--- src/rtl/exp_engine_arbiter.sv ---
// Round-robin arbiter and sequencer that shares a single series-expansion
// exponential engine among N_REQ requesters. A winner's operand is latched,
// the engine is started, its ready handshake is tracked to completion, and
// the result is returned with a one-cycle done pulse to the owner.
module exp_engine_arbiter #(
  parameter int N_REQ = 4,
  parameter int DW    = 16
) (
  input  logic               clk,
  input  logic               rst,
  input  logic [N_REQ-1:0]   req,
  input  logic [N_REQ*DW-1:0] x_in,
  output logic [N_REQ-1:0]   gnt,
  output logic [N_REQ-1:0]   done,
  output logic [DW-1:0]      y_out,
  output logic               busy,
  output logic               eng_start,
  output logic [DW-1:0]      eng_x,
  input  logic               eng_ready,
  input  logic [DW-1:0]      eng_y
);

  localparam int PW = (N_REQ > 1) ? $clog2(N_REQ) : 1;

  typedef enum logic [2:0] {
    IDLE,
    ISSUE,
    WAIT_BUSY,
    WAIT_DONE,
    RESP
  } state_t;

  state_t            state, state_d;
  logic [PW-1:0]     owner, owner_d;
  logic [PW-1:0]     rr_ptr, rr_d;
  logic [DW-1:0]     eng_x_d, y_d;
  logic [N_REQ-1:0]  gnt_d, done_d;
  logic              start_d, busy_d;

  logic              win_found;
  logic [PW-1:0]     win_idx;
  logic [PW-1:0]     cand;

  // Round-robin search: first active request after the last winner, wrapping.
  always_comb begin
    // NOTE: every combinational output gets a default first so no path leaves it unassigned (no latch).
    win_found = 1'b0;
    win_idx   = '0;
    cand      = '0;
    for (int i = 1; i <= N_REQ; i++) begin
      cand = PW'((int'(rr_ptr) + i) % N_REQ);
      if (!win_found && req[cand]) begin
        win_found = 1'b1;
        win_idx   = cand;
      end
    end
  end

  // State register plus all registered datapath and outputs.
  always_ff @(posedge clk or posedge rst) begin
    // NOTE: state is updated with non-blocking assignments so every flop samples pre-edge values.
    if (rst) begin
      state     <= IDLE;
      owner     <= '0;
      rr_ptr    <= PW'(N_REQ - 1);
      eng_x     <= '0;
      y_out     <= '0;
      gnt       <= '0;
      done      <= '0;
      eng_start <= 1'b0;
      busy      <= 1'b0;
    end else begin
      state     <= state_d;
      owner     <= owner_d;
      rr_ptr    <= rr_d;
      eng_x     <= eng_x_d;
      y_out     <= y_d;
      gnt       <= gnt_d;
      done      <= done_d;
      eng_start <= start_d;
      busy      <= busy_d;
    end
  end

  // Next-state and datapath update: grant, start, wait for busy, wait for ready.
  always_comb begin
    state_d = state;
    owner_d = owner;
    rr_d    = rr_ptr;
    eng_x_d = eng_x;
    y_d     = y_out;
    case (state)
      IDLE: begin
        // An engine still busy after an arbiter-only reset holds off new grants.
        if (win_found && eng_ready) begin
          state_d = ISSUE;
          owner_d = win_idx;
          eng_x_d = x_in[win_idx*DW +: DW];
        end
      end
      ISSUE:     state_d = WAIT_BUSY;
      WAIT_BUSY: begin
        // Ready still high here is the engine not yet having reacted to start.
        if (!eng_ready) state_d = WAIT_DONE;
      end
      WAIT_DONE: begin
        if (eng_ready) begin
          state_d = RESP;
          y_d     = eng_y;
        end
      end
      RESP: begin
        state_d = IDLE;
        rr_d    = owner;
      end
      default: state_d = IDLE;
    endcase
  end

  // Moore output decode of the upcoming state, registered alongside it.
  always_comb begin
    gnt_d   = '0;
    done_d  = '0;
    start_d = 1'b0;
    busy_d  = (state_d != IDLE);
    case (state_d)
      ISSUE: begin
        gnt_d[owner_d] = 1'b1;
        start_d        = 1'b1;
      end
      RESP:    done_d[owner_d] = 1'b1;
      default: ;
    endcase
  end

endmodule

--- config.mk ---
export PLATFORM = sky130hd
export DESIGN_NAME = exp_engine_arbiter
export DESIGN_NICKNAME = d
export VERILOG_FILES = /design/src/rtl/exp_engine_arbiter.sv
export SDC_FILE = /design/constraint.sdc
export NUM_CORES = 1
export LEC_CHECK = 0
export BUFFER_PORTS_ARGS = -buffer_cell sky130_fd_sc_hd__buf_2
export CAP_MARGIN = 20
export CORE_ASPECT_RATIO = 2
export CORE_MARGIN = 3
export CORE_UTILIZATION = 35
export DETAILED_ROUTE_END_ITERATION = 7
export SLEW_MARGIN = 10
export SYNTH_ARGS = -nofsm -noshare
export SYNTH_HDL_FRONTEND = slang
export SYNTH_SLANG_ARGS = --single-unit
--- constraint.sdc ---
create_clock -name clk -period 2 [get_ports clk]
set_input_delay 0.2 -clock clk [delete_from_list [all_inputs] [get_ports clk]]
set_output_delay 0.2 -clock clk [all_outputs]
set_load 0.02 [all_outputs]
# After elaboration in Yosys (flattened, before gate mapping)
# Index checks and enable logic that the tools add are counted.
[totals]
elab_cells = 65
output_inout_bits = 42
input_bits = 87
register_bits = 49
[classes]
n_lt_le_gt_ge = 6
eq_ne = 6
n_reduce_logical = 12
add_sub_neg = 4
mux = 27
shifts = 1
[op_table]
columns = ["op", "n"]
rows = [
  ["64-bit by 7-bit variable part select with 16-bit output", 1],
  ["2-bit by 3-bit < comparator with 1-bit output, second input constant", 5],
  ["2-bit two-way mux", 6],
  ["3-bit one-hot mux with 4 select lines", 1],
  ["1-bit two-way mux", 10],
  ["3-bit two-way mux", 3],
  ["1-bit binary-select mux with 2-bit select", 4],
  ["4-bit two-way mux", 2],
  ["3-bit by 1-bit equality test with 1-bit output, second input constant", 2],
  ["3-bit by 2-bit equality test with 1-bit output, second input constant", 2],
  ["3-bit equality test, second input constant", 2],
  ["1-bit logical AND", 5],
  ["2-bit by 1-bit adder with 2-bit output, second input constant", 2],
  ["2-bit adder, second input constant", 2],
  ["2-bit AND reduction", 2],
  ["1-bit logical NOT", 3],
  ["3-bit logical NOT", 1],
  ["3-bit nonzero test", 1],
  ["1-bit demux with 2-bit select", 1],
  ["2-bit by 1-bit greater-or-equal comparator with 1-bit output, second input constant", 1],
]

# Depth between registers and ports, before layout
# Gate-level depths: netlist of the first run.
[depth]
depth_word = 21
depth_mapped = 7
ltp_nobuf = 6

# Worst setup path after synthesis of the first run
# No wires, ideal clock.
[synth_timing]
path_type = "register to register"
from = "register rr_ptr[0]"
to = "register eng_x[0]"
t_required_ns = 1.866
arrival_time_ns = 1.575
setup_time_ns = 0.134
path_buffers = 2
stages_incl_launch_ff = 8
slack_ns = 0.291
path_cell_list = "dfstp_2 > nand2b_1 > a21o_1 > and3_1 > clkbuf_1 > buf_2 > mux2i_1 > o211ai_2"
[synth_between]
elab_chain_len = 15
elab_cells_between_ends = 29
[synth_lines]
columns = ["item", "line", "source"]
rows = [
  ["from (decl)", "35", "logic [PW-1:0] rr_ptr, rr_d;"],
  ["from (signal assigned)", "65", "rr_ptr <= PW'(N_REQ - 1);"],
  ["from (signal assigned)", "75", "rr_ptr <= rr_d;"],
  ["branches (longest 15 deep; another with 2-bit by 1-bit adder with 2-bit output)", "-", ""],
  ["to (signal assigned)", "76", "eng_x <= eng_x_d;"],
  ["to (decl)", "18", "output logic [DW-1:0] eng_x,"],
]
# Parallel ways; which one is timed is not known. The select of a mux whose other input is x is not followed.
# A chain may end at the register's enable or synchronous reset.

# Final worst setup path of the first run
[layout_timing]
from = "register rr_ptr[0]"
to = "register eng_x[8]"
# The elaborated chain is that of the path after synthesis.

==> summary.md, run 1 <==
| Metric | Value |
|---|---|
| Setup TNS | `0 ns` |
| CP Launch Type | `flop` |
| DR DRC count | `0` |
| Maximum vdd drop | `0.586 mV` |
| Met2 wire len | `4010 um` |
| Worst Setup Slack, final | `about 0.13 ns` |
| Starting DRT DRC Count | `around 100` |
| Ys async rst share | `100%` |
| Area leader, netlist | `dfrtp_1` |
| Fill cells | `a little under 700` |
| Synth Cell Area | `0.00256 mm2` |
| Final HPWL DP | `5650 um` |
| Metal3 WL | `approximately 410 um` |
| Slew @ Worst Pin | `0.630 ns` |
| CTS tree | `built` |
| Post-route cell area | `around 0.0035 mm2` |
| Die width | `between 60 and 70 um` |
| Post-Synthesis Cells | `276` |
| CTS Buffer Depth | `2` |
| Worst Path Required | `2.16 ns` |
| Ys flop type | `dfrtp_1` |
| Status | `finished clean` |
| All-layer global routing usage | `17.1%` |
| Port Buffers | `between 100 and 150` |
| Switching Share | `39.7%` |
| Hold WC Path Type | `in2reg` |
| Final Slew Violations | `0` |
| R2R setup slack | `0.13 ns` |
| Fin Hold WS | `0.102 ns` |
| Vias in the first global route | `approximately 2,400` |
| Post-synth EDFFs | `0` |
| Gpl congestion | `0.859` |
| Pint | `~2.8 mW` |
| Slew margin rel. | `slightly below 60%` |
| Initial antenna violation count | `0` |
| Routed wire length | `7080 um` |
| Met1 Wirelength | `approximately 2500 um` |
| Max Cap Violations | `0` |
| First-pass GRT wire length | `11,100 um` |
| Max Clk Rate | `534 MHz` |
| Area contributors post-synth | `dfrtp_1 46%, nand2_1 9.8%, mux2i_1 6.2%` |
| Share of cells above drive strength 1 | `roughly two fifths` |
| Leakage | `approximately 1.9 nW` |
| Hold Fails Final Rpt | `0` |
| GRT overflow | `0` |
| Crit end category | `flop` |
| Final period utilization | `93.7%` |
| Share of the synthesized area in the top cell type | `45.9%` |
| Yosys synthesis warning count | `0` |
| Mean Syn Cell Area | `~9.3 um2` |
| Setup violations, final | `0` |
| Clk_skew | `0.00439 ns` |
| Clk slew on worst S/H paths | `~0.06 ns` |
| NetSw | `1.86 mW` |
| Die Height | `127 um` |
| Clock sink total | `49` |
| Fin nets | `489` |
| Synth-to-Final Area Change | `37.0%` |
| Post-cts resize count | `0` |
| Vias per inst | `about 5` |
| Total number of vias | `~2,500` |
| Clock buffer count from CTS | `5` |
| DR top layer | `met4` |
| Crit path kind | `reg2reg` |
| DP Worst Slack | `0.102 ns` |
| DRT Pass-1 Iters | `4` |
| Synthesized flop and latch total | `49` |
| Clk root buf | `clkbuf_16` |
| Initial core utilization | `36.4%` |
| Wire per inst | `14.4 um` |
| Die area | `0.00845 mm2` |
| Number of diodes | `0` |
| Core ar. | `0.00705 mm2` |
| Post-cts hold buffer count | `1` |
| Placed Area | `~0.0033 mm2` |
| H-tree lvl count | `2` |
| Largest net degree at the start of global routing | `33` |
| Worst-Skew Late Latency | `0.29 ns` |
| Cell variety after synth | `34` |
| Post-synthesis sequential area ratio | `47.9%` |
| Row count | `43` |
| Pwr per Cell Area | `about 1300 mW/mm2` |
| Postcts setup bufs | `0` |
| Worst path arrival time | `2.03 ns` |
| Clock power frac | `20.5%` |
| Min cycle time layout | `1.87 ns` |
| Part of the power in registers | `between 30% and 40%` |
| Comb pwr share | `a little under half` |
| Unrepaired setup endpoints after global routing | `false` |
| Syn_nets | `363` |
| IO Pins | `approximately 130` |
| Routed Antenna Nets | `0` |
| Worst Path Max Fanout | `11` |
## metal layers
layer  up-vias  global-route usage [%]
met5         -                       0
met4         0                    7.90
met3        10                    3.25
met2        90                    31.9
met1      1148                    17.6
li1       1213                       -
## per-stage QoR
step	std cells	power (mW)	util, %
2_1_floorplan	276	3.05	-
3_3_place_gp	484	3.74	47.3
3_5_place_dp	484	3.78	47.3
4_1_cts	493	4.77	49.8
5_1_grt	493	5.01	49.8
6_report	493	4.70	49.8
## synth_stat cells, drive strengths merged (4+ instances only)
library cell,count
nor2,10
clkbuf,14
dfrtp,47
inv,18
buf,6
nand2,67
and4,14
nand2b,6
o21ai,17
a31oi,16
o211ai,15
mux2i,16
a211oi,4
## power by group through the flow
stage	registers (mW)	logic, mW	clock network (mW)
detailed placement	1.63	2.15	0
global route	1.66	2.33	1.03
CTS	1.62	2.15	0.995
finish	1.62	2.12	0.962
global placement	1.63	2.11	0
floorplan	2.01	1.04	0
## area by class of cell
cell class              instances  area, um2  area share [%]
repair buffers                139        751            21.4
inverters                      19       72.6            2.07
well taps                      90        113            3.21
flip-flops and latches         49       1230            35.0
clock inverters                 1       30.0           0.855
clock buffers                   7        143            4.06
multi-input cells             188       1180            33.5
## final timing paths
kind	from	to	depth (start not counted)
max	rr_ptr[0]$_DFFE_PP1N_	eng_x[8]$_DFFE_PP0P_	6
min	eng_y[13]	y_out[13]$_DFFE_PP0P_	3
max reg2reg	rr_ptr[0]$_DFFE_PP1N_	eng_x[8]$_DFFE_PP0P_	6
min reg2reg	y_out[5]$_DFFE_PP0P_	y_out[5]$_DFFE_PP0P_	2
max in group asynchronous	rst	done[2]$_DFF_PP0_	4
min in group asynchronous	rst	y_out[13]$_DFFE_PP0P_	3
## cells by family (layout without fill, tap and decap cells)
logic type,after synthesis,count (layout),synth area share [%]
compound gates,63,63,18.2
buf+inv,39,166,6.39
flops,49,49,47.9
mux,18,18,7.12
simple gates,107,107,20.4
## flip-flops by register name (all words and copies together), names as in the netlist
name / cells
rr_ptr: 2
state: 3
eng_x: 16
y_out: 16
busy: 1
eng_start: 1
gnt: 4
done: 4
owner: 2
## placed cells by master, fill, tap and decap left out, types with 3 or more instances in the layout
master     count
buf_4          8
dfrtp_1       47
o21a_1         3
nand2_1       67
inv_1         17
and4_1        14
o211ai_2       9
and3_1         3
buf_2        128
o211ai_1       6
clkbuf_16      5
o21ai_0       15
a31oi_1       16
nor2_1        10
mux2i_1       16
a211oi_1       4
nand2b_1       6
## worst max-delay path, stage by stage, from the launching register on
cell,delay (ns)
dfstp_2,0.55
nand2b_1,0.13
a21o_1,0.12
and3_1,0.27
buf_4,0.26
mux2i_1,0.29
o211ai_1,0.12
No activity file was read; power rests on OpenSTA's default activity.
==> run 2, diff against run 1 <==
- CORE_UTILIZATION: 35 -> 46
- PLACE_DENSITY: not set -> 0.81
- clock period: 2 -> 1.73 ns (I/O delays scaled with it)
==> run 2 against run 1 <==
- the flow now finishes with violations (setup timing)
- worst hold slack lost 0.044 ns
- total power grew 14%
- die area shrank 22%
- clock skew grew 0.0022 ns
- critical path depth shrank 1
- cell count shrank 4.7%
- non-clock buffer count grew 9
- count of clock-buffer cells in the layout shrank 2
- sequential share of layout area shrank 1.5 points
==> summary.md, run 2 (synthesized netlist as in run 1, its figures left out) <==
| Metric | Value |
|---|---|
| DRT Pass-1 Iters | `4` |
| Failing checks | `setup timing` |
| Worst-Skew Late Latency | `0.30 ns` |
| Largest net degree at the start of global routing | `50` |
| CTS Buffer Depth | `2` |
| Post-route cell area | `0.00367 mm2` |
| CTS tree | `built` |
| Starting DRT DRC Count | `67` |
| Worst Path Required | `roughly 1.9 ns` |
| Leakage | `1.95 nW` |
| Vias per inst | `5.28` |
| Die area | `roughly 0.0066 mm2` |
| Clock sink total | `49` |
| All-layer global routing usage | `a little over a fifth` |
| Synth-to-Final Area Change | `42.9%` |
| Final HPWL DP | `about 5100 um` |
| Worst Path Max Fanout | `8` |
| Final Slew Violations | `0` |
| Row count | `37` |
| Slew margin rel. | `60.0%` |
| Largest regs | `eng_x: 16 flops, y_out: 16 flops` |
| Worst Setup Slack, final | `-0.0409 ns` |
| Max Cap Violations | `0` |
| Crit-path cells | `or4_4, clkinv_2, nand3_4, a211oi_1, a211oi_1` |
| Share of cells above drive strength 1 | `between 40% and 50%` |
| IO Pins | `129` |
| Worst path arrival time | `1.95 ns` |
| CP top delay family | `simple AND/OR/NAND/NOR gates` |
| DR DRC count | `0` |
| Status | `complete, but fails checks` |
| Hold Fails Final Rpt | `0` |
| Commonest non-fill, non-tap cell in the layout | `buf_2` |
| Gpl congestion | `0.887` |
| Pwr per Cell Area | `approximately 1500 mW/mm2` |
| Routed wire length | `6940 um` |
| Die width | `58.8 um` |
| Total number of vias | `between 2,000 and 2,500` |
| Slew @ Worst Pin | `approximately 0.6 ns` |
| Unrepaired setup endpoints after global routing | `true` |
| Clk root buf | `clkbuf_8` |
| Clk_skew | `0.00663 ns` |
| Layout Cells excl Fill | `470` |
| Die Height | `112 um` |
| Clk slew on worst S/H paths | `0.09 ns` |
| Routed Antenna Nets | `0` |
| Placed Area | `0.00335 mm2` |
| Most frequent cell on the critical path | `a211oi_1` |
| Crit end category | `flop` |
| Wire per inst | `14.8 um` |
| H-tree lvl count | `2` |
| Maximum vdd drop | `1.03 mV` |
| Initial antenna violation count | `0` |
| Critical path's largest stage delay | `0.60 ns` |
| Post-Place Cells | `457` |
| Min cycle time layout | `1.77 ns` |
| First-pass GRT wire length | `10,800 um` |
| Initial core utilization | `48.6%` |
| CP Launch Type | `flop` |
| Fin nets | `roughly 500` |
| Vias in the first global route | `2,393` |
| Port Buffers | `128` |
| GRT overflow | `0` |
| DP Worst Slack | `just over 0.006 ns` |
| Core ar. | `between 0.005 and 0.006 mm2` |
| Max Clk Rate | `565 MHz` |
| Crit path kind | `reg2reg` |
| Setup violations, final | `7` |
| Hold WC Path Type | `in2reg` |
| Final period utilization | `102%` |
| Clock buffer count from CTS | `5` |
| Commonest cells after routing, fill and taps aside | `128 x buf_2, 67 x nand2_1, 47 x dfrtp_1, 17 x inv_1, 16 x a31oi_1` |
| R2R setup slack | `-0.04 ns` |
| Number of diodes | `0` |
| Worst Path Buf+Inv | `1` |
| Slowest CP cell | `or4_4` |
[run 2: routing by layer]
metal / vias up / track usage [%] / part of all wire [%]
met5: - / 0 / 0
met4: 0 / 10.7 / 3.5
met3: 19 / 3.36 / 5.8
met2: 102 / 34.2 / 53
met1: 1126 / 25.4 / 38
li1: 1234 / - / -
[run 2: path summary, 6_finish.rpt]
check                           depth (start not counted)                    end            startpoint
worst max-delay path                                    5  eng_x[14]$_DFFE_PP0P_    state[0]$_DFF_PP0_
worst min-delay path                                    3   y_out[4]$_DFFE_PP0P_              eng_y[4]
worst max register to register                          5  eng_x[14]$_DFFE_PP0P_    state[0]$_DFF_PP0_
worst min register to register                          2   y_out[3]$_DFFE_PP0P_  y_out[3]$_DFFE_PP0P_
max in group asynchronous                               4  rr_ptr[0]$_DFFE_PP1N_                   rst
min in group asynchronous                               4     state[0]$_DFF_PP0_                   rst
[run 2: through the flow]
stage / setup TNS [ns] / util, % / total power, mW / hold WS [ns]
after floorplan: 0 / - / 3.52 / 0.278
after global placement: 0 / 63.5 / 4.34 / 0.225
after detailed placement: 0 / 63.5 / 4.41 / 0.230
after CTS: 0 / 66.2 / 5.12 / 0.0463
after global routing: -0.831 / 69.5 / 5.73 / 0.0550
final: -0.122 / 69.5 / 5.35 / 0.0573
[run 2: final cells by class]
type                            instances  area (um2)
Clock buffer                            5        68.8
Clock inverter                          3        22.5
Tap cell                               58        72.6
Fill cell                             429        1610
Multi-Input combinational cell        188        1310
Sequential cell                        49        1230
Timing Repair Buffer                  148         888
Inverter                               19        72.6
[run 2: repair_timing]
| action | CTS | global route |
|---|---|---|
| pin swaps | 0 | 3 |
| cloned | 0 | 1 |
| buffers inserted | 2 | 1 |
| hold buffers | 1 | 0 |
| endpoints found under the setup margin | 3 | 18 |
| resized for setup | 3 | 26 |
| endpoints found under the hold margin | 47 | 0 |
[run 2: tightest hold or removal path, stage by stage]
cell and delay (ns):
buf_2 0.07, nand2_1 0.04, nand2_1 0.04
[run 2: power by group]
part,internal [mW],total [mW],switching (mW),leakage (nW)
Combinational,1.22,2.84,1.62,1.29
Sequential,1.60,1.85,0.243,0.617
Clock,0.284,0.666,0.382,0.0364
